$ cat config.mk
export PLATFORM = sky130hd
export DESIGN_NAME = cpu_sequencer
export DESIGN_NICKNAME = d
export VERILOG_FILES = /design/src/rtl/cpu_pkg.sv /design/src/rtl/cpu_sequencer.sv
export SDC_FILE = /design/constraint.sdc
export NUM_CORES = 1
export LEC_CHECK = 0
export CAP_MARGIN = 10
export CORE_MARGIN = 5
export CORE_UTILIZATION = 45
export CTS_CLUSTER_DIAMETER = 60
export DETAILED_ROUTE_END_ITERATION = 7
export PLACE_DENSITY_LB_ADDON = 0.15
export SLEW_MARGIN = 20
export SYNTH_ARGS = -nofsm -noshare
export SYNTH_HDL_FRONTEND = slang
export SYNTH_SLANG_ARGS = --single-unit
$ cat constraint.sdc
create_clock -name clk -period 3.3 [get_ports clk]
set_clock_uncertainty 0.15 [all_clocks]
set_input_delay 0.33 -clock clk [delete_from_list [all_inputs] [get_ports clk]]
set_output_delay 0.33 -clock clk [all_outputs]
set_load 0.05 [all_outputs]
$ cat src/rtl/cpu_pkg.sv
// Shared definitions for the 8-bit CPU sequencer: opcodes, FSM state encoding
// and instruction-field helpers.
package cpu_pkg;

    localparam logic [1:0] OP_LOAD  = 2'b00;
    localparam logic [1:0] OP_STORE = 2'b01;
    localparam logic [1:0] OP_ADD   = 2'b10;
    localparam logic [1:0] OP_JMP   = 2'b11;

    typedef enum logic [3:0] {
        ST_IDLE   = 4'd0,
        ST_FETCH  = 4'd1,
        ST_DECODE = 4'd2,
        ST_MEM    = 4'd3,
        ST_RD_A   = 4'd4,
        ST_RD_B   = 4'd5,
        ST_ST     = 4'd6,
        ST_WB     = 4'd7,
        ST_HALT   = 4'd8
    } state_e;

    // Instruction fields: [7:6] opcode, [5:4] rd, [3:0] dm address / jump target, [1:0] rs
    function automatic logic [1:0] ir_op(input logic [7:0] ir);
        return ir[7:6];
    endfunction

    function automatic logic [1:0] ir_rd(input logic [7:0] ir);
        return ir[5:4];
    endfunction

    function automatic logic [3:0] ir_addr(input logic [7:0] ir);
        return ir[3:0];
    endfunction

    function automatic logic [1:0] ir_rs(input logic [7:0] ir);
        return ir[1:0];
    endfunction

endpackage

$ cat src/rtl/cpu_sequencer.sv
// Fetch/decode/execute control FSM for the 8-bit CPU. Drives instruction memory,
// register bank and data memory (all 1-cycle registered reads); holds PC, IR and one operand.
//
// state  | meaning
// IDLE   | stopped; power=1 starts a run from pc=0
// FETCH  | imem_add=pc
// DECODE | latch IR, advance pc (or jump), record whether this is the last instruction
// MEM    | LOAD: data memory read
// RD_A   | STORE/ADD: read rd
// RD_B   | ADD: latch rd value, read rs
// ST     | STORE: data memory write of rd
// WB     | LOAD/ADD: register write-back
// HALT   | program finished; waits for power=0
module cpu_sequencer
    import cpu_pkg::*;
#(
    parameter int DW    = 8,
    parameter int PC_W  = 8,
    parameter int DM_AW = 4,
    parameter int RB_AW = 2
) (
    input  logic             clk,
    input  logic             reset,
    input  logic             power,
    input  logic [PC_W-1:0]  last_add,
    output logic [PC_W-1:0]  imem_add,
    output logic             imem_rw,
    input  logic [DW-1:0]    imem_op,
    output logic [RB_AW-1:0] rb_r_add,
    output logic [RB_AW-1:0] rb_w_add,
    output logic             rb_rw,
    output logic [DW-1:0]    rb_ip,
    input  logic [DW-1:0]    rb_op,
    output logic [DM_AW-1:0] dm_r_add,
    output logic [DM_AW-1:0] dm_w_add,
    output logic             dm_rw,
    output logic [DW-1:0]    dm_ip,
    input  logic [DW-1:0]    dm_op,
    output logic [PC_W-1:0]  pc,
    output logic             busy,
    output logic             halted
);

    state_e          state_q, state_d;
    logic [PC_W-1:0] pc_q, pc_d;
    logic [DW-1:0]   ir_q, ir_d;
    logic [DW-1:0]   a_q, a_d;
    logic            last_q, last_d;

    always_ff @(posedge clk or posedge reset) begin
        if (reset) begin
            state_q <= ST_IDLE;
            pc_q    <= '0;
            ir_q    <= '0;
            a_q     <= '0;
            last_q  <= 1'b0;
        end else begin
            state_q <= state_d;
            pc_q    <= pc_d;
            ir_q    <= ir_d;
            a_q     <= a_d;
            last_q  <= last_d;
        end
    end

    always_comb begin
        state_d = state_q;
        pc_d    = pc_q;
        ir_d    = ir_q;
        a_d     = a_q;
        last_d  = last_q;
        if (!power) begin
            state_d = ST_IDLE;
        end else begin
            unique case (state_q)
                ST_IDLE: begin
                    state_d = ST_FETCH;
                    pc_d    = '0;
                end
                ST_FETCH:  state_d = ST_DECODE;
                ST_DECODE: begin
                    ir_d   = imem_op;
                    last_d = (pc_q == last_add);
                    pc_d   = pc_q + PC_W'(1);
                    unique case (ir_op(imem_op))
                        OP_LOAD:          state_d = ST_MEM;
                        OP_STORE, OP_ADD: state_d = ST_RD_A;
                        OP_JMP: begin
                            // JMP retires here, so the halt decision cannot wait for last_q
                            pc_d    = PC_W'(ir_addr(imem_op));
                            state_d = (pc_q == last_add) ? ST_HALT : ST_FETCH;
                        end
                        default:          state_d = ST_IDLE;
                    endcase
                end
                ST_MEM:  state_d = ST_WB;
                ST_RD_A: state_d = (ir_op(ir_q) == OP_STORE) ? ST_ST : ST_RD_B;
                ST_RD_B: begin
                    a_d     = rb_op;
                    state_d = ST_WB;
                end
                ST_ST, ST_WB: state_d = last_q ? ST_HALT : ST_FETCH;
                ST_HALT: state_d = ST_HALT;
                default: state_d = ST_IDLE;
            endcase
        end
    end

    always_comb begin
        imem_add = '0;
        rb_r_add = '0;
        rb_w_add = '0;
        rb_rw    = 1'b1;
        rb_ip    = '0;
        dm_r_add = '0;
        dm_w_add = '0;
        dm_rw    = 1'b1;
        dm_ip    = '0;
        unique case (state_q)
            ST_FETCH: imem_add = pc_q;
            ST_MEM:   dm_r_add = ir_addr(ir_q);
            ST_RD_A:  rb_r_add = ir_rd(ir_q);
            ST_RD_B:  rb_r_add = ir_rs(ir_q);
            ST_ST: begin
                dm_w_add = ir_addr(ir_q);
                dm_ip    = rb_op;
                dm_rw    = ~power;
            end
            ST_WB: begin
                rb_w_add = ir_rd(ir_q);
                rb_rw    = ~power;
                rb_ip    = (ir_op(ir_q) == OP_LOAD) ? dm_op : a_q + rb_op;
            end
            default: ;
        endcase
    end

    assign imem_rw = 1'b1;
    assign pc      = pc_q;
    assign busy    = (state_q != ST_IDLE) && (state_q != ST_HALT);
    assign halted  = (state_q == ST_HALT);

endmodule

==> flow_summary.json <==
{
  "fin_area_um2": 3246,
  "max_cap_viol_count": 0,
  "hold_viol_final": 0,
  "power_density_nw_per_um2": 612.5,
  "syn_nets": 292,
  "cpPeakStageDelay_ns": 0.80,
  "ys_top_cells_by_area": "dfrtp_1 (34%), and2_1 (7.6%), mux2_2 (7.3%), ha_1 (5.8%), xnor2_1 (5.3%)",
  "ys_seq_elements": 29,
  "die_w_um": 79.08,
  "async_flop_share_pct": 100.0,
  "place_hpwl_um": 4485,
  "cts.htree.levels": 2,
  "synthFlopType": "dfrtp_1",
  "dr.first_iter.drc_count": 69,
  "cpMaxStageDelayCell": "clkdlybuf4s50_1",
  "period_needed_ns": 2.993,
  "grt_usage_pct": 18.57,
  "worstPathRequired_ns": 2.82,
  "path_cells": "nor4b_2 > and2_1 > clkdlybuf4s50_1",
  "r2r_start": "state_q[0]$_DFF_PP0_",
  "nNetsFinal": 376,
  "core_area_um2": 4692,
  "irDropWorstVdd_mv": 0.5217,
  "setup_viol": 0,
  "path_max_fanout": 11,
  "cts_resized": 0,
  "synth_top_area_share_pct": 33.80,
  "postCtsSetupBuffers": 0,
  "cp.arrival_ns": 2.51,
  "wl_per_cell_um": 14.49,
  "hold_class": "primary input to asynchronous set/reset pin",
  "worst_pin_slew_ns": 0.6435,
  "place_area_um2": 3166,
  "slew_violations": 0,
  "crit_path_start_kind": "flop",
  "grt_pass1_wl_um": 9335,
  "clk_pin_slew_ns": 0.06,
  "drtPass1Iterations": 4,
  "clk_latency_ns": 0.28,
  "status": "finished clean",
  "area_delta_synth_final_pct": 51.17,
  "grt_max_degree": 30,
  "cts_buffer_depth": 2,
  "root_buffer": "clkbuf_8",
  "cts.sinks": 29,
  "rsz0062_at_grt": "no",
  "antenna_found_initial": 0,
  "fmax_ghz": 0.3341,
  "fin_crit_sh_pct": 90.70,
  "fp.dieH_um": 79.08,
  "design.die.area_um2": 6253,
  "insertedDiodeCount": 0,
  "netlist_area_um2": 2147,
  "layout-drive-gt1-share_pct": 15.71,
  "port_buffers": 82,
  "first_global_vias": 2086,
  "vias": 2064,
  "numCtsBuffers": 5,
  "nFillCells": 370,
  "tns_ns": 0,
  "dr_wl_met2_um": 2835,
  "synth_seq_area_share_pct": 33.80,
  "ant_nets": 0,
  "cts_tree": "built",
  "start_util_pct": 45.76,
  "crit_start": "state_q[0]$_DFF_PP0_",
  "yosysMostFrequentCell": "dfrtp_1",
  "hold_buffers": 0,
  "power_mw": 1.988,
  "wl_met1_um": 2317,
  "slew_headroom_pct": 56.99,
  "drt-vias-per-instance": 5.361,
  "num_rows": 25,
  "yosys_warnings": 0,
  "criticalPathCategory": "flop to primary output",
  "fin_util_pct": 69.17,
  "overflow": 0,
  "synth_cell_types": 43,
  "wl_um": 5580,
  "routabilityCongestion": 0.9024,
  "synth_enable_flop_cells": 0,
  "pre_cts_ws_ns": 0.3528,
  "drc": 0,
  "syn_inst": 246,
  "avgSynthCellArea_um2": 8.728,
  "netlist_top_cells_count": "dfrtp_1 (29), and2_1 (26), nor2_1 (21)",
  "setup_slack_ns": 0.3068,
  "io_pins": 84,
  "yosys.area.top_type": "dfrtp_1",
  "dr_wl_met3_um": 360,
  "highest_layer": "met4",
  "leakage_nw": 1.374,
  "end_kind": "primary output"
}
[cell type report]
cell class | instances | area (um2) | area share, %
Multi-Input combinational cell | 198 | 1343 | 41.36
Timing Repair Buffer | 87 | 996.0 | 30.69
Sequential cell | 29 | 725.7 | 22.36
Clock buffer | 8 | 80.08 | 2.467
Tap cell | 54 | 67.56 | 2.082
Inverter | 9 | 33.78 | 1.041
[placed cells by master, fill, tap and decap left out, drive strengths merged, types with 8 or more instances in the layout]
cell type and n:
xnor2 13, dfrtp 29, nor2 22, mux2 14
nand2 19, inv 9, clkdlybuf4s50 62, and2 26
clkbuf 8, nand3 10, a21oi 12, buf 25
nor3 8, ha 10, o21ai 20
[worst max-delay path: cells and delay by family (launching register included)]
kind / cells / cell delay [ns]
and+or+nand+nor: 2 / 0.84
buffers and inverters: 1 / 0.80
DFF: 1 / 0.59
[path summary, 6_finish.rpt]
kind | end | slack [ns] | cells after the start
worst max-delay path | imem_add[6] | 0.31 | 3
worst min-delay path | ir_q[2]$_DFFE_PP0P_ | 0.27 | 3
worst min register to register | ir_q[2]$_DFFE_PP0P_ | 0.36 | 1
min in group clk | ir_q[2]$_DFFE_PP0P_ | 0.36 | 1
worst max register to register | pc[5]$_DFFE_PP0P_ | 1.27 | 5
max in group asynchronous | a_q[6]$_DFFE_PP0P_ | 2.46 | 3
[logic make-up (layout without fill, tap and decap cells)]
logic type,Yosys count,in the layout,share of synthesized area [%]
simple gates,109,109,28.50
compound gates,44,44,11.71
flops,29,29,33.80
mux,19,19,9.674
buf+inv,19,104,3.671
xor+xnor,14,14,5.711
fa+ha+maj,11,11,6.760
other cells,1,1,0.1747
[power breakdown]
| group | switching (mW) | leakage [nW] | internal, mW | total [mW] |
|---|---|---|---|---|
| sequential | 0.143 | 0.378 | 0.481 | 0.625 |
| combinational | 0.605 | 0.956 | 0.484 | 1.09 |
| clock | 0.125 | 0.0395 | 0.149 | 0.274 |
[state kept, by name, summed over array words and instances, names as in the netlist]
| signal | flops |
|---|---|
| a_q | 8 |
| ir_q | 8 |
| last_q | 1 |
| pc | 8 |
| state_q | 4 |
[per-layer routing]
layer	vias to the layer above	GRT usage [%]
li1	1025	-
met1	972	20.72
met2	60	34.51
met3	7	4.535
met4	0	5.670
met5	-	0
[metrics by stage]
step	hold slack, ns	cells
after floorplan	0.2581	246
after global placement	0.3430	377
after detailed placement	0.3532	377
after CTS	0.2795	385
after global routing	0.3125	385
final	0.2674	385
Note: power is estimated with default switching activity, not from simulation.
